`config.mk`:
```
export PLATFORM = sky130hd
export DESIGN_NAME = color_detect_multi_flat
export DESIGN_NICKNAME = d
export VERILOG_FILES = /design/src/rtl/color_detect_multi_if.sv /design/src/rtl/color_detect_multi.sv /design/src/flat_wrapper.sv
export SDC_FILE = /design/constraint.sdc
export NUM_CORES = 1
export LEC_CHECK = 0
export ABC_AREA = 1
export CAP_MARGIN = 30
export CELL_PAD_IN_SITES_DETAIL_PLACEMENT = 0
export CELL_PAD_IN_SITES_GLOBAL_PLACEMENT = 2
export CORE_MARGIN = 2
export CORE_UTILIZATION = 39
export DETAILED_ROUTE_END_ITERATION = 10
export DONT_BUFFER_PORTS = 1
export PLACE_DENSITY = 0.84
export SYNTH_ARGS = -nofsm -noshare
export SYNTH_HDL_FRONTEND = slang
export SYNTH_SLANG_ARGS = --single-unit
```
`constraint.sdc`:
```
create_clock -name clk -period 27.8 [get_ports clk]
set_input_delay 2.78 -clock clk [delete_from_list [all_inputs] [get_ports clk]]
set_output_delay 2.78 -clock clk [all_outputs]
set_load 0.05 [all_outputs]
```
`src/rtl/color_detect_multi_if.sv`:
```
// Pixel stream, handshake and result bus of the multi-region colour detector.
// The pixel source is the master; the detector is the slave.
interface color_detect_multi_if #(
  parameter int NUM_REGIONS = 4
);
  logic                     start;
  logic                     frame_start;
  logic                     de;
  logic [9:0]               x_pixel;
  logic [9:0]               y_pixel;
  logic [3:0]               red_port;
  logic [3:0]               green_port;
  logic [3:0]               blue_port;
  logic                     busy;
  logic                     done;
  logic [3*NUM_REGIONS-1:0] detected_color;
  logic [NUM_REGIONS-1:0]   region_valid;

  modport master (
    output start, frame_start, de, x_pixel, y_pixel, red_port, green_port, blue_port,
    input  busy, done, detected_color, region_valid
  );

  modport slave (
    input  start, frame_start, de, x_pixel, y_pixel, red_port, green_port, blue_port,
    output busy, done, detected_color, region_valid
  );
endinterface

```
`src/rtl/color_detect_multi.sv`:
```
// Multi-window colour detector: classifies RGB444 pixels, counts per-region
// colour hits over FRAMES frames and votes one colour code per region.
module color_detect_multi #(
  parameter int         NUM_REGIONS = 4,
  parameter int         ROI_X0      = 64,
  parameter int         ROI_Y0      = 200,
  parameter int         ROI_PITCH   = 128,
  parameter int         ROI_W       = 64,
  parameter int         ROI_H       = 64,
  parameter int         FRAMES      = 4,
  parameter logic [3:0] TH_HI       = 4'd10,
  parameter logic [3:0] TH_LO       = 4'd6,
  parameter int         MIN_PIX     = 256,
  parameter int         CNT_W       = $clog2(ROI_W*ROI_H*FRAMES+1)
) (
  input logic               clk,
  input logic               reset,
  color_detect_multi_if.slave cd
);
  localparam int FC_W = $clog2(FRAMES + 1);
  localparam int RK_W = (NUM_REGIONS > 1) ? $clog2(NUM_REGIONS) : 1;

  typedef enum logic [2:0] {S_IDLE, S_ARM, S_ACCUM, S_DECIDE, S_DONE} state_t;

  state_t                   state_q;
  logic                     busy_q;
  logic                     done_q;
  logic [FC_W-1:0]          frame_cnt_q;
  logic [RK_W-1:0]          k_q;
  logic [3*NUM_REGIONS-1:0] res_q;
  logic [3*NUM_REGIONS-1:0] color_q;
  logic [NUM_REGIONS-1:0]   valid_q;
  logic [NUM_REGIONS-1:0]   res_valid;

  logic [2:0]               cls_d, cls_q;
  logic [NUM_REGIONS-1:0]   hit_d, hit_q;
  logic                     r_hi, g_hi, b_hi, r_lo, g_lo, b_lo;

  logic                     cnt_clr;
  logic                     cnt_en;
  logic [NUM_REGIONS*4*CNT_W-1:0] cnt_flat;

  logic [CNT_W-1:0]         win_cnt;
  logic [CNT_W-1:0]         cand;
  logic [2:0]               win_code;

  genvar gi, gj;

  // Stage 1: pixel classification (1=R, 2=G, 3=B, 4=Y, 0=none)
  always_comb begin
    r_hi  = (cd.red_port   >= TH_HI);
    g_hi  = (cd.green_port >= TH_HI);
    b_hi  = (cd.blue_port  >= TH_HI);
    r_lo  = (cd.red_port   <  TH_LO);
    g_lo  = (cd.green_port <  TH_LO);
    b_lo  = (cd.blue_port  <  TH_LO);
    cls_d = 3'd0;
    if (r_hi && g_hi && b_lo)      cls_d = 3'd4;
    else if (r_hi && g_lo && b_lo) cls_d = 3'd1;
    else if (g_hi && r_lo && b_lo) cls_d = 3'd2;
    else if (b_hi && r_lo && g_lo) cls_d = 3'd3;
  end

  for (gi = 0; gi < NUM_REGIONS; gi++) begin : g_hit
    localparam int XL = ROI_X0 + gi * ROI_PITCH;
    assign hit_d[gi] = cd.de &&
                       (int'(cd.x_pixel) >= XL) && (int'(cd.x_pixel) < XL + ROI_W) &&
                       (int'(cd.y_pixel) >= ROI_Y0) && (int'(cd.y_pixel) < ROI_Y0 + ROI_H);
  end

  always_ff @(posedge clk or posedge reset) begin
    if (reset) begin
      cls_q <= 3'd0;
      hit_q <= '0;
    end else begin
      cls_q <= cls_d;
      hit_q <= hit_d;
    end
  end

  // Stage 2: saturating counters, index 0..3 = R/G/B/Y
  assign cnt_clr = (state_q == S_IDLE) && cd.start;
  assign cnt_en  = (state_q == S_ACCUM);

  for (gi = 0; gi < NUM_REGIONS; gi++) begin : g_region
    for (gj = 0; gj < 4; gj++) begin : g_colour
      logic [CNT_W-1:0] cnt_q;
      always_ff @(posedge clk or posedge reset) begin
        if (reset)
          cnt_q <= '0;
        else if (cnt_clr)
          cnt_q <= '0;
        else if (cnt_en && hit_q[gi] && (cls_q == 3'(gj + 1)) && (cnt_q != {CNT_W{1'b1}}))
          cnt_q <= cnt_q + 1'b1;
      end
      assign cnt_flat[(gi*4+gj)*CNT_W +: CNT_W] = cnt_q;
    end
    assign res_valid[gi] = |res_q[3*gi +: 3];
  end

  // Strictly-greater compare in code order gives ties to the lowest code
  always_comb begin
    win_cnt  = cnt_flat[(int'(k_q)*4)*CNT_W +: CNT_W];
    win_code = 3'd1;
    cand     = '0;
    for (int c = 1; c < 4; c++) begin
      cand = cnt_flat[(int'(k_q)*4 + c)*CNT_W +: CNT_W];
      if (cand > win_cnt) begin
        win_cnt  = cand;
        win_code = 3'(c + 1);
      end
    end
    if (int'(win_cnt) < MIN_PIX)
      win_code = 3'd0;
  end

  always_ff @(posedge clk or posedge reset) begin
    if (reset) begin
      state_q     <= S_IDLE;
      busy_q      <= 1'b0;
      done_q      <= 1'b0;
      frame_cnt_q <= '0;
      k_q         <= '0;
      res_q       <= '0;
      color_q     <= '0;
      valid_q     <= '0;
    end else begin
      done_q <= 1'b0;
      case (state_q)
        S_IDLE: begin
          if (cd.start) begin
            state_q <= S_ARM;
            busy_q  <= 1'b1;
          end
        end
        S_ARM: begin
          if (cd.frame_start) begin
            state_q     <= S_ACCUM;
            frame_cnt_q <= '0;
          end
        end
        S_ACCUM: begin
          if (cd.frame_start) begin
            frame_cnt_q <= frame_cnt_q + 1'b1;
            if (frame_cnt_q + 1'b1 == FC_W'(FRAMES)) begin
              state_q <= S_DECIDE;
              k_q     <= '0;
            end
          end
        end
        S_DECIDE: begin
          res_q[3*k_q +: 3] <= win_code;
          if (k_q == RK_W'(NUM_REGIONS - 1))
            state_q <= S_DONE;
          else
            k_q <= k_q + 1'b1;
        end
        S_DONE: begin
          // Results are staged in res_q so the outputs change in one step
          color_q <= res_q;
          valid_q <= res_valid;
          done_q  <= 1'b1;
          busy_q  <= 1'b0;
          state_q <= S_IDLE;
        end
        default: state_q <= S_IDLE;
      endcase
    end
  end

  assign cd.busy           = busy_q;
  assign cd.done           = done_q;
  assign cd.detected_color = color_q;
  assign cd.region_valid   = valid_q;
endmodule

```
`src/flat_wrapper.sv`:
```
// flat-port wrapper written by rule: the top's interface ports become plain ports
module color_detect_multi_flat 
#(
  parameter int         NUM_REGIONS = 4,
  parameter int         ROI_X0      = 64,
  parameter int         ROI_Y0      = 200,
  parameter int         ROI_PITCH   = 128,
  parameter int         ROI_W       = 64,
  parameter int         ROI_H       = 64,
  parameter int         FRAMES      = 4,
  parameter logic [3:0] TH_HI       = 4'd10,
  parameter logic [3:0] TH_LO       = 4'd6,
  parameter int         MIN_PIX     = 256,
  parameter int         CNT_W       = $clog2(ROI_W*ROI_H*FRAMES+1)
)
  (clk, reset, cd_start, cd_frame_start, cd_de, cd_x_pixel, cd_y_pixel, cd_red_port, cd_green_port, cd_blue_port, cd_busy, cd_done, cd_detected_color, cd_region_valid);
  color_detect_multi_if #(.NUM_REGIONS(NUM_REGIONS)) cd_i ();
  input logic clk;
  input logic reset;
  input wire logic [$bits(cd_i.start)-1:0] cd_start;
  input wire logic [$bits(cd_i.frame_start)-1:0] cd_frame_start;
  input wire logic [$bits(cd_i.de)-1:0] cd_de;
  input wire logic [$bits(cd_i.x_pixel)-1:0] cd_x_pixel;
  input wire logic [$bits(cd_i.y_pixel)-1:0] cd_y_pixel;
  input wire logic [$bits(cd_i.red_port)-1:0] cd_red_port;
  input wire logic [$bits(cd_i.green_port)-1:0] cd_green_port;
  input wire logic [$bits(cd_i.blue_port)-1:0] cd_blue_port;
  output wire logic [$bits(cd_i.busy)-1:0] cd_busy;
  output wire logic [$bits(cd_i.done)-1:0] cd_done;
  output wire logic [$bits(cd_i.detected_color)-1:0] cd_detected_color;
  output wire logic [$bits(cd_i.region_valid)-1:0] cd_region_valid;
  assign cd_i.start = cd_start;
  assign cd_i.frame_start = cd_frame_start;
  assign cd_i.de = cd_de;
  assign cd_i.x_pixel = cd_x_pixel;
  assign cd_i.y_pixel = cd_y_pixel;
  assign cd_i.red_port = cd_red_port;
  assign cd_i.green_port = cd_green_port;
  assign cd_i.blue_port = cd_blue_port;
  assign cd_busy = cd_i.busy;
  assign cd_done = cd_i.done;
  assign cd_detected_color = cd_i.detected_color;
  assign cd_region_valid = cd_i.region_valid;
  color_detect_multi #(.NUM_REGIONS(NUM_REGIONS), .ROI_X0(ROI_X0), .ROI_Y0(ROI_Y0), .ROI_PITCH(ROI_PITCH), .ROI_W(ROI_W), .ROI_H(ROI_H), .FRAMES(FRAMES), .TH_HI(TH_HI), .TH_LO(TH_LO), .MIN_PIX(MIN_PIX), .CNT_W(CNT_W)) u_core (.clk(clk), .reset(reset), .cd(cd_i));
endmodule
```
==> results.toml <==
[logic_synthesis]
synth_cell_types = 58
yosysSeqAreaShare_pct = 29.1
synth_edf_count = 0
async_reset_ff_share_pct = 100
synth_top_family_by_area = "simple AND/OR/NAND/NOR gates"
synth_compound_area_share_pct = 21.8
synthesis.nets = 4081
ys_warn_count = 0
ys_ff_latch = 285
syn_area_mm2 = 0.0245
syn_avg_cell_area_um2 = 6.17
synth_cells = 3969
synthMuxAreaShare_pct = 0.0409
ys.flop_type = "dfrtp_1"
synthSimpleGateAreaFrac_pct = 34.8
synthAdderAreaFrac_pct = 3.83
synthXorXnorAreaFrac_pct = 0.107

[critical_path]
crit_path_max_incr_delay_ns = 0.72
worstPathRequired_ns = 28.29
crit_cells = 48
worstSetupPathType = "register to register"
crit_path_top_delay_cell = "dfrtp_4"
r2r_cells = 48
start_kind = "register"
setup.worst_path.end_class = "register"
path_delay_family = "simple AND/OR/NAND/NOR gates"
worstPathArrival_ns = 12.94
path_max_fanout = 87
path_common_cell = "nand2_1"
crit_buf_inv = 10

[route]
wl_um = 105000
vias = 26913
wl_per_cell_um = 22.3
drt_iter0_markers = 3029
ant_nets = 0
via_per_inst = 5.73
first_pass_iters = 6
drc = 0

[finish]
insertedDiodeCount = 0
final_cell_mix = "1137 x nand2_1, 412 x o21ai_0, 388 x inv_1, 329 x nor2_1, 291 x a21oi_1"
area_growth_syn_to_layout_pct = 6.51
finalNetCount = 3951
mostFrequentLayoutCell = "nand2_1"
drive_above_1_share_pct = 3.52

[die]
dieArea_mm2 = 0.0648
die_width_um = 255
dieHeight_um = 255
start_util_pct = 39.6
core.rowCount = 91
core_mm2 = 0.0618
io_pins = 55

[sta]
fin_setup_tns_ns = 0
slew_viol_final = 0
clock.fmax_mhz = 80.3
fin_crit_sh_pct = 44.8
fin_crit_ns = 12.46
max_slew_margin_pct = 22.9
rsz0062_at_grt = "no"
hold_viol_final = 0
worstMarginPinSlew_ns = 1.14
fin_worst_skew_ns = 0.0338
setup_viol = 0

[global_route]
grt.total_usage_pct = 32.1
grt_pass1_wl_um = 157000
grt-ovfl-total = 0
grt_pass1_vias = 24601
antenna_found_initial = 4
grt_max_degree = 171

[place]
place.gp.congestion = 1.01
hpwl_um = 79800
io_buffers = 0

[clocking]
path_clk_slew_ns = 0.06
cts_buffers = 38
cts_tree = "built"
cts_setup_buffers = 0
htree_num_levels = 2
clock_sinks = 285
clk_latency_ns = 0.58
clockBufferDepth = 3
cts_hold_buf = 0
cts_resized = 0
cts-root-buf = "clkbuf_16"

[outcome]
outcome = "completed"

[worst_hold_path]
holdCritPathClass = "register to register"
min_path_cells = 2

[run]
drv_cap = 0
-- state kept, by name, summed over array words and instances (netlist names) --
signal / cells
u_core.cd.busy: 1
u_core.cd.detected_color: 12
u_core.cd.done: 1
u_core.cd.region_valid: 4
u_core.cls_q: 3
u_core.frame_cnt_q: 3
u_core.g_region.g_colour.cnt_q: 240
u_core.hit_q: 4
u_core.k_q: 2
u_core.res_q: 12
u_core.state_q: 3
-- synthesized netlist by cell type, types with 4 or more instances --
cell / number / area (um2)
nand2_1: 1137 / 4270
o21ai_0: 412 / 2060
inv_1: 389 / 1460
nor2_1: 331 / 1240
a21oi_1: 291 / 1460
nand3_1: 289 / 1450
dfrtp_1: 285 / 7130
nor3_1: 138 / 691
buf_2: 87 / 435
o21ai_1: 84 / 420
ha_1: 75 / 938
clkbuf_1: 73 / 274
a31oi_1: 45 / 282
nand4_1: 45 / 282
o211ai_1: 34 / 255
nor4_1: 25 / 156
buf_4: 23 / 173
o221ai_1: 20 / 175
a211oi_1: 19 / 143
buf_1: 17 / 63.8
o21a_1: 17 / 128
o22ai_1: 13 / 81.3
a221oi_1: 9 / 78.8
and2_1: 9 / 56.3
and3_1: 9 / 56.3
or2_2: 8 / 50.1
nand2_2: 7 / 43.8
nand3b_1: 7 / 52.6
o31ai_1: 7 / 52.6
a22oi_1: 6 / 45.0
buf_6: 6 / 67.6
inv_2: 5 / 18.8
clkinv_1: 4 / 15.0
nand3_2: 4 / 40.0
nor2_2: 4 / 25.0
-- metal layers --
metal  track usage, %  up-vias  wire, um  part of all wire, %
li1                 -    13020         -                    -
met1             47.8    12684     49400                   47
met2             47.2     1033     43700                   42
met3             4.74      176      8180                  7.8
met4             10.6        0      3700                  3.5
met5                0        -         0                    0
-- final cells by class --
class | instances | area (um2)
clock buffer | 55 | 1160
timing repair buffer | 36 | 283
sequential | 285 | 7140
multi-input combinational | 3080 | 14900
clock inverter | 7 | 38.8
inverter | 398 | 1500
tap | 837 | 1050
fill | 6927 | 35800
-- stage by stage --
| step | hold slack, ns | setup WS [ns] | instance area [um2] | instances | utilization, % |
|---|---|---|---|---|---|
| 2_1_floorplan | 0.449 | 17.16 | 24500 | 3969 | - |
| 3_3_place_gp | 0.464 | 15.72 | 24800 | 4631 | 40.2 |
| 3_5_place_dp | 0.466 | 15.80 | 24900 | 4636 | 40.2 |
| 4_1_cts | 0.483 | 15.77 | 26100 | 4698 | 42.2 |
| 5_1_grt | 0.505 | 14.58 | 26100 | 4698 | 42.2 |
| 6_report | 0.479 | 15.35 | 26100 | 4698 | 42.2 |
-- cells by family (layout without fill, tap and decap cells) --
group / Yosys count / count (layout)
AOI/OAI and AO/OA: 974 / 974
xor gates and xnor gates: 3 / 3
adders and majority gates: 75 / 75
buffers and inverters: 604 / 496
DFF: 285 / 285
muxes: 1 / 1
and+or+nand+nor: 2027 / 2027
-- worst paths after layout --
check,start,end,slack [ns]
max,u_core.k_q[0],u_core.res_q[10],15.35
max reg2reg,u_core.k_q[0],u_core.res_q[10],15.35
min reg2reg,u_core.res_q[3],u_core.res_q[3],0.48
min in group asynchronous,reset,u_core.hit_q[0],2.18
max in group asynchronous,reset,u_core.g_region[2].g_colour[2].cnt_q[10],23.46
min,u_core.res_q[3],u_core.res_q[3],0.48
-- worst register-to-register path, delay by kind of cell, from the launching register on --
family / cells / cell delay (ns)
and+or+nand+nor: 27 / 4.41
DFF: 1 / 0.72
adders and majority gates: 4 / 1.54
buffers and inverters: 10 / 4.08
AOI/OAI and AO/OA: 7 / 1.63
Power is not shown: default switching activity piles up to over one toggle a cycle in this logic, so the estimate is an artifact.
